[config.mk]
export PLATFORM = sky130hd
export DESIGN_NAME = clk_div_multi
export DESIGN_NICKNAME = d
export VERILOG_FILES = /design/src/rtl/clk_div_multi.sv
export SDC_FILE = /design/constraint.sdc
export NUM_CORES = 1
export LEC_CHECK = 0
export ABC_AREA = 0
export CAP_MARGIN = 40
export CELL_PAD_IN_SITES_DETAIL_PLACEMENT = 1
export CELL_PAD_IN_SITES_GLOBAL_PLACEMENT = 1
export CORE_ASPECT_RATIO = 0.75
export CORE_MARGIN = 8
export CORE_UTILIZATION = 45
export DETAILED_ROUTE_END_ITERATION = 12
export PLACE_DENSITY = 0.9
export SYNTH_ARGS = -nofsm -noshare
export SYNTH_HDL_FRONTEND = slang
export SYNTH_SLANG_ARGS = --single-unit
[constraint.sdc]
create_clock -name clk -period 3.35 [get_ports clk]
set_input_delay 0.67 -clock clk [delete_from_list [all_inputs] [get_ports clk]]
set_output_delay 0.67 -clock clk [all_outputs]
set_load 0.05 [all_outputs]
[src/rtl/clk_div_multi.sv]
// clk_div_multi: multi-channel programmable clock divider / tick generator.
// Each channel counts to a double-buffered divisor and emits a 50%-duty
// divided clock plus a one-cycle tick on every terminal count.
// Optional feature macro: CLK_DIV_PHASE_EN (sync restarts every channel's phase).
module clk_div_multi #(
    parameter int unsigned NCH     = 2,
    parameter int unsigned CNT_W   = 21,
    parameter int unsigned DEF_NUM = 0
) (
    input  logic                 clk,
    input  logic                 reset,
    input  logic [NCH-1:0]       en,
    input  logic [NCH*CNT_W-1:0] num,
    input  logic                 sync,
    output logic [NCH-1:0]       clock,
    output logic [NCH-1:0]       tick,
    output logic [NCH-1:0]       busy
);

    localparam logic [CNT_W-1:0] DEF_DIV = CNT_W'(DEF_NUM);

    logic [CNT_W-1:0] count_q [NCH];
    logic [CNT_W-1:0] count_d [NCH];
    logic [CNT_W-1:0] div_q   [NCH];
    logic [CNT_W-1:0] div_d   [NCH];
    logic [NCH-1:0]   clock_q, clock_d;
    logic [NCH-1:0]   tick_q,  tick_d;
    logic [NCH-1:0]   busy_q,  busy_d;

`ifndef CLK_DIV_PHASE_EN
    // sync has no function in this build; sink it so the port stays in place
    logic unused_sync;
    assign unused_sync = sync;
`endif

    // Per-channel next state: terminal count reloads the shadow divisor
    always_comb begin
        for (int i = 0; i < NCH; i++) begin
            count_d[i] = count_q[i];
            div_d[i]   = div_q[i];
            clock_d[i] = clock_q[i];
            tick_d[i]  = 1'b0;
            busy_d[i]  = (num[i*CNT_W +: CNT_W] != div_q[i]);

            if (en[i]) begin
                if (count_q[i] == div_q[i]) begin
                    count_d[i] = '0;
                    clock_d[i] = ~clock_q[i];
                    tick_d[i]  = 1'b1;
                    div_d[i]   = num[i*CNT_W +: CNT_W];
                end else begin
                    count_d[i] = count_q[i] + CNT_W'(1);
                end
            end

`ifdef CLK_DIV_PHASE_EN
            // sync overrides everything, including a coincident terminal count
            if (sync) begin
                count_d[i] = '0;
                clock_d[i] = 1'b0;
                tick_d[i]  = 1'b0;
                div_d[i]   = num[i*CNT_W +: CNT_W];
            end
`endif
        end
    end

    // State registers with asynchronous active-high reset
    always_ff @(posedge clk or posedge reset) begin
        if (reset) begin
            for (int i = 0; i < NCH; i++) begin
                count_q[i] <= '0;
                div_q[i]   <= DEF_DIV;
            end
            clock_q <= '0;
            tick_q  <= '0;
            busy_q  <= '0;
        end else begin
            for (int i = 0; i < NCH; i++) begin
                count_q[i] <= count_d[i];
                div_q[i]   <= div_d[i];
            end
            clock_q <= clock_d;
            tick_q  <= tick_d;
            busy_q  <= busy_d;
        end
    end

    assign clock = clock_q;
    assign tick  = tick_q;
    assign busy  = busy_q;

endmodule

-- Yosys cells after proc, flatten, opt, wreduce, memory -nomap -nowiden
Index checks and enable logic that the tools add are counted.
- reductions and logical operators: 2
- add/sub/neg operators: 2
- bitwise operators: 2
- muxes and demuxes: 6
- eq/ne operators: 4
- operators by type and width (kind ; number):
    $add 21x1->21 const B ; 2
    $eq 21x21->1 ; 2
    $mux 21 ; 2
    $ne 21x21->1 ; 2
    $mux 1 ; 4
    $reduce_and 2->1 ; 2
    $not 1->1 ; 2
- bits in registers: 90
- output and inout port bits: 6
- logic and storage cells: 24
- bits of input ports: 47

-- Logic depth before layout (Yosys ltp)
- word-level depth: 3
- gate-level depth with buffers: 9
- gate-level depth less buffers: 6

-- Worst setup path before layout
No wires, ideal clock.
- kind: reg-to-reg
- start point: register count_q[15] in the netlist's numbering
- end point: register div_q[0] in the netlist's numbering
- data arrival time: 1.853 ns
- library setup time: 0.125 ns
- path buffers: 1
- setup slack: 1.372 ns
- data required time: 3.225 ns
- cell stages (with the launch flop): 7
- cells stage by stage: dfrtp_1 -> xor2_1 -> nor4_1 -> nand4_1 -> nor4_4 -> buf_6 -> mux2_2
- word-level cells in the longest chain between the ends: 2
- RTL lines (what ; RTL line ; text):
    start: declaration ; 22 ; logic [CNT_W-1:0] count_q [NCH];
    start signal: indexed assignment ; 80 ; count_q[i] <= count_d[i];
    $eq 21x21->1 ; 46 ; if (count_q[i] == div_q[i]) begin
    $reduce_and 2->1 (no source line) ; n/a ;
    end signal: indexed assignment ; 81 ; div_q[i] <= div_d[i];
    end: declaration ; 24 ; logic [CNT_W-1:0] div_q [NCH];
Every way passes these cells.
A chain may end at the register's enable or synchronous reset.

-- Worst setup path after layout
- start point: register count_q[15] in the netlist's numbering
- end point: register div_q[17] in the netlist's numbering
The elaborated chain is that of the path after synthesis.

==> flow_summary.json <==
{
  "viasPerCell": 5.662,
  "vias": 3522,
  "die_area_um2": 14020,
  "r2r-end": "div_q[17]$_DFFE_PP0P_",
  "max_freq_mhz": 396.9,
  "setup_viol": 0,
  "path_buf_inv": 1,
  "r2r_start": "count_q[15]$_DFFE_PP0P_",
  "initial_core_util": 0.4591,
  "ys_types": 29,
  "cts_resized": 0,
  "synth_top_area_frac": 0.4786,
  "tightestPinTransition_ps": 667.3,
  "fin_crit_ps": 2519,
  "grt_pass1_wl_um": 21580,
  "synth_most_common_cell": "dfrtp_1",
  "min_to": "clock[0]$_DFFE_PP0P_",
  "postRouteAntennaNets": 0,
  "slew_viol_final": 0,
  "drtIter0Drc": 202,
  "crit_type": "register to register",
  "startpoint_type": "register",
  "grt_pass1_vias": 3905,
  "fin_crit_sh": 0.7521,
  "drv_cap": 0,
  "min_path_type": "register to register",
  "min_from": "clock[0]$_DFFE_PP0P_",
  "setup_slack_ps": 830.5,
  "worstPathArrival_ps": 2750,
  "totalWireLength_um": 13250,
  "cp_slowest_cell": "dfrtp_1",
  "cts_buffer_depth": 2,
  "crit_family": "simple AND/OR/NAND/NOR gates",
  "grt_use_met3": 0.05837,
  "rows": 32,
  "drt-wirelength-per-cell_um": 21.30,
  "global_route.usage.met1": 0.2504,
  "cts_setup_buffers": 0,
  "dpl.hpwl_um": 9226,
  "yosysTopAreaCell": "dfrtp_1",
  "syn_area_um2": 4706,
  "yosysSeqAreaShare": 0.4786,
  "drc": 0,
  "ctsHoldBuffers": 0,
  "core-area_um2": 10250,
  "clock-sinks": 90,
  "cts_root_buf": "clkbuf_16",
  "port-buffer-count": 51,
  "syn_inst": 423,
  "antennaDiodeCount": 0,
  "area_delta_synth_final_pct": 19.97,
  "die_x_um": 134.1,
  "irDropWorstVdd_uv": 273.2,
  "met2_usage": 0.3108,
  "rsz0062_at_grt": "false",
  "outcome": "completed",
  "reg2regPathDepth": 6,
  "synth-seq-cells": 90,
  "end_kind": "register",
  "path_clk_slew_ps": 60,
  "cp.required_ps": 3580,
  "p_leak_uw": 0.002528,
  "slowest_delay_ps": 480,
  "htreeDepth": 3,
  "place_ws_ps": 664.4,
  "synth_warnings": 0,
  "skew_ps": 7.087,
  "setup_tns_ps": 0,
  "tritoncts": "yes",
  "synth_edf_count": 0,
  "clkLatencyLatePin_ps": 350,
  "avgSynthCellArea_um2": 11.12,
  "gr-total-overflow": 0,
  "grt_use_total": 0.1959,
  "synthTopCellsByCount": "90 x dfrtp_1, 67 x xor2_1, 50 x xnor2_1",
  "hold_viol": 0,
  "drt_first_pass_iters": 5,
  "cp_max_fo": 20,
  "p_per_area_nw_per_um2": 459.3,
  "synth_fp_nets": 472,
  "synth.area.top_cells": "dfrtp_1 48%, xor2_1 12%, xnor2_1 9.3%",
  "synth_ff_type": "dfrtp_1",
  "hold_path_depth": 1,
  "routabilityCongestion": 0.7948,
  "drive_gt1_frac": 0.1317,
  "synth_async_sr_flop_share": 1.000,
  "antenna_found_initial": 0,
  "crit_chain": "xor2_1, nor4_1, nand4_1, nor4_4, buf_4, mux2_2",
  "final_core_util": 0.5508,
  "grt_busiest_layer": "met2",
  "ios": 53,
  "die_y_um": 104.6,
  "cts_inserted_buffers": 9,
  "grt_max_degree": 91,
  "max-slew-margin-rel": 0.5517,
  "finalNetCount": 531,
  "r2r_slack_ps": 830
}
-- layer usage --
metal / vias to the layer above / part of all wire
li1: 1580 / -
met1: 1805 / 0.45
met2: 114 / 0.47
met3: 23 / 0.057
met4: 0 / 0.024
met5: - / 0
-- per-stage QoR --
stage / total power, uW / instances / hold slack (ps) / cell area [um2]
after detailed placement: 1652 / 607 / 456.5 / 5374
after floorplan: 1489 / 423 / 513.0 / 4706
final: 2593 / 622 / 469.1 / 5645
after CTS: 2614 / 622 / 473.2 / 5645
after global placement: 1623 / 607 / 455.7 / 5374
after global routing: 2691 / 622 / 495.2 / 5645
-- worst register-to-register path: stages, from the launching register on --
cell     delay [ps]
dfrtp_1         480
xor2_1          180
nor4_1          370
nand4_1         320
nor4_4          320
buf_4           330
mux2_2          400
-- layout make-up --
class / count / area, um2
clock buffer: 12 / 256.5
clock inverter: 3 / 15.01
fill: 1138 / 4604
inverter: 5 / 20.02
multi-input combinational: 317 / 2349
sequential: 90 / 2252
tap: 136 / 170.2
timing repair buffer: 59 / 583.1
-- power breakdown --
part / internal, uW / switching, uW
logic: 191 / 174
clock network: 536 / 421
registers: 1160 / 113
total: 1890 / 708
-- worst max path at each step --
stage | from | endpoint | slack (ps) | cells after the start
floorplan | reset | busy[0]$_DFF_PP0_ | 340 | 1
global placement | en[0] | div_q[26]$_DFFE_PP0P_ | 750 | 5
detailed placement | en[0] | div_q[25]$_DFFE_PP0P_ | 660 | 5
CTS | count_q[15]$_DFFE_PP0P_ | div_q[17]$_DFFE_PP0P_ | 860 | 6
global route | count_q[15]$_DFFE_PP0P_ | div_q[11]$_DFFE_PP0P_ | 780 | 6
finish | count_q[15]$_DFFE_PP0P_ | div_q[17]$_DFFE_PP0P_ | 830 | 6
-- flip-flops by register name, indices dropped and copies added, names as in the netlist --
| register | count |
|---|---|
| tick | 2 |
| clock | 2 |
| busy | 2 |
| div_q | 42 |
| count_q | 42 |
-- placed cells by master, fill, tap and decap left out --
cell type / instances
clkinv_2: 4
nor4_1: 17
and4_1: 4
nand2_1: 21
nor3_1: 11
clkbuf_8: 2
buf_4: 7
a2111oi_0: 1
mux2_1: 4
xor2_1: 67
clkdlybuf4s50_1: 51
nand4_1: 20
nor4_4: 1
clkbuf_1: 1
mux2i_1: 2
buf_12: 1
nand2b_1: 1
o2bb2ai_1: 3
o21ai_0: 4
xnor2_1: 50
nor2_1: 42
ha_1: 2
mux2_2: 38
clkbuf_16: 9
or2_2: 1
nand3_1: 18
inv_1: 4
nor3_4: 1
dfrtp_1: 90
a21oi_1: 3
and3_1: 6
-- cells by family after synthesis --
kind of cell | count (synthesis) | synth area share
adders and majority gates | 2 | 0.005317
muxes | 44 | 0.1048
DFF | 90 | 0.4786
xor gates and xnor gates | 117 | 0.2178
buffers and inverters | 16 | 0.02366
AOI/OAI and AO/OA | 11 | 0.01489
and+or+nand+nor | 143 | 0.1550
(Power assumes the default switching activity.)
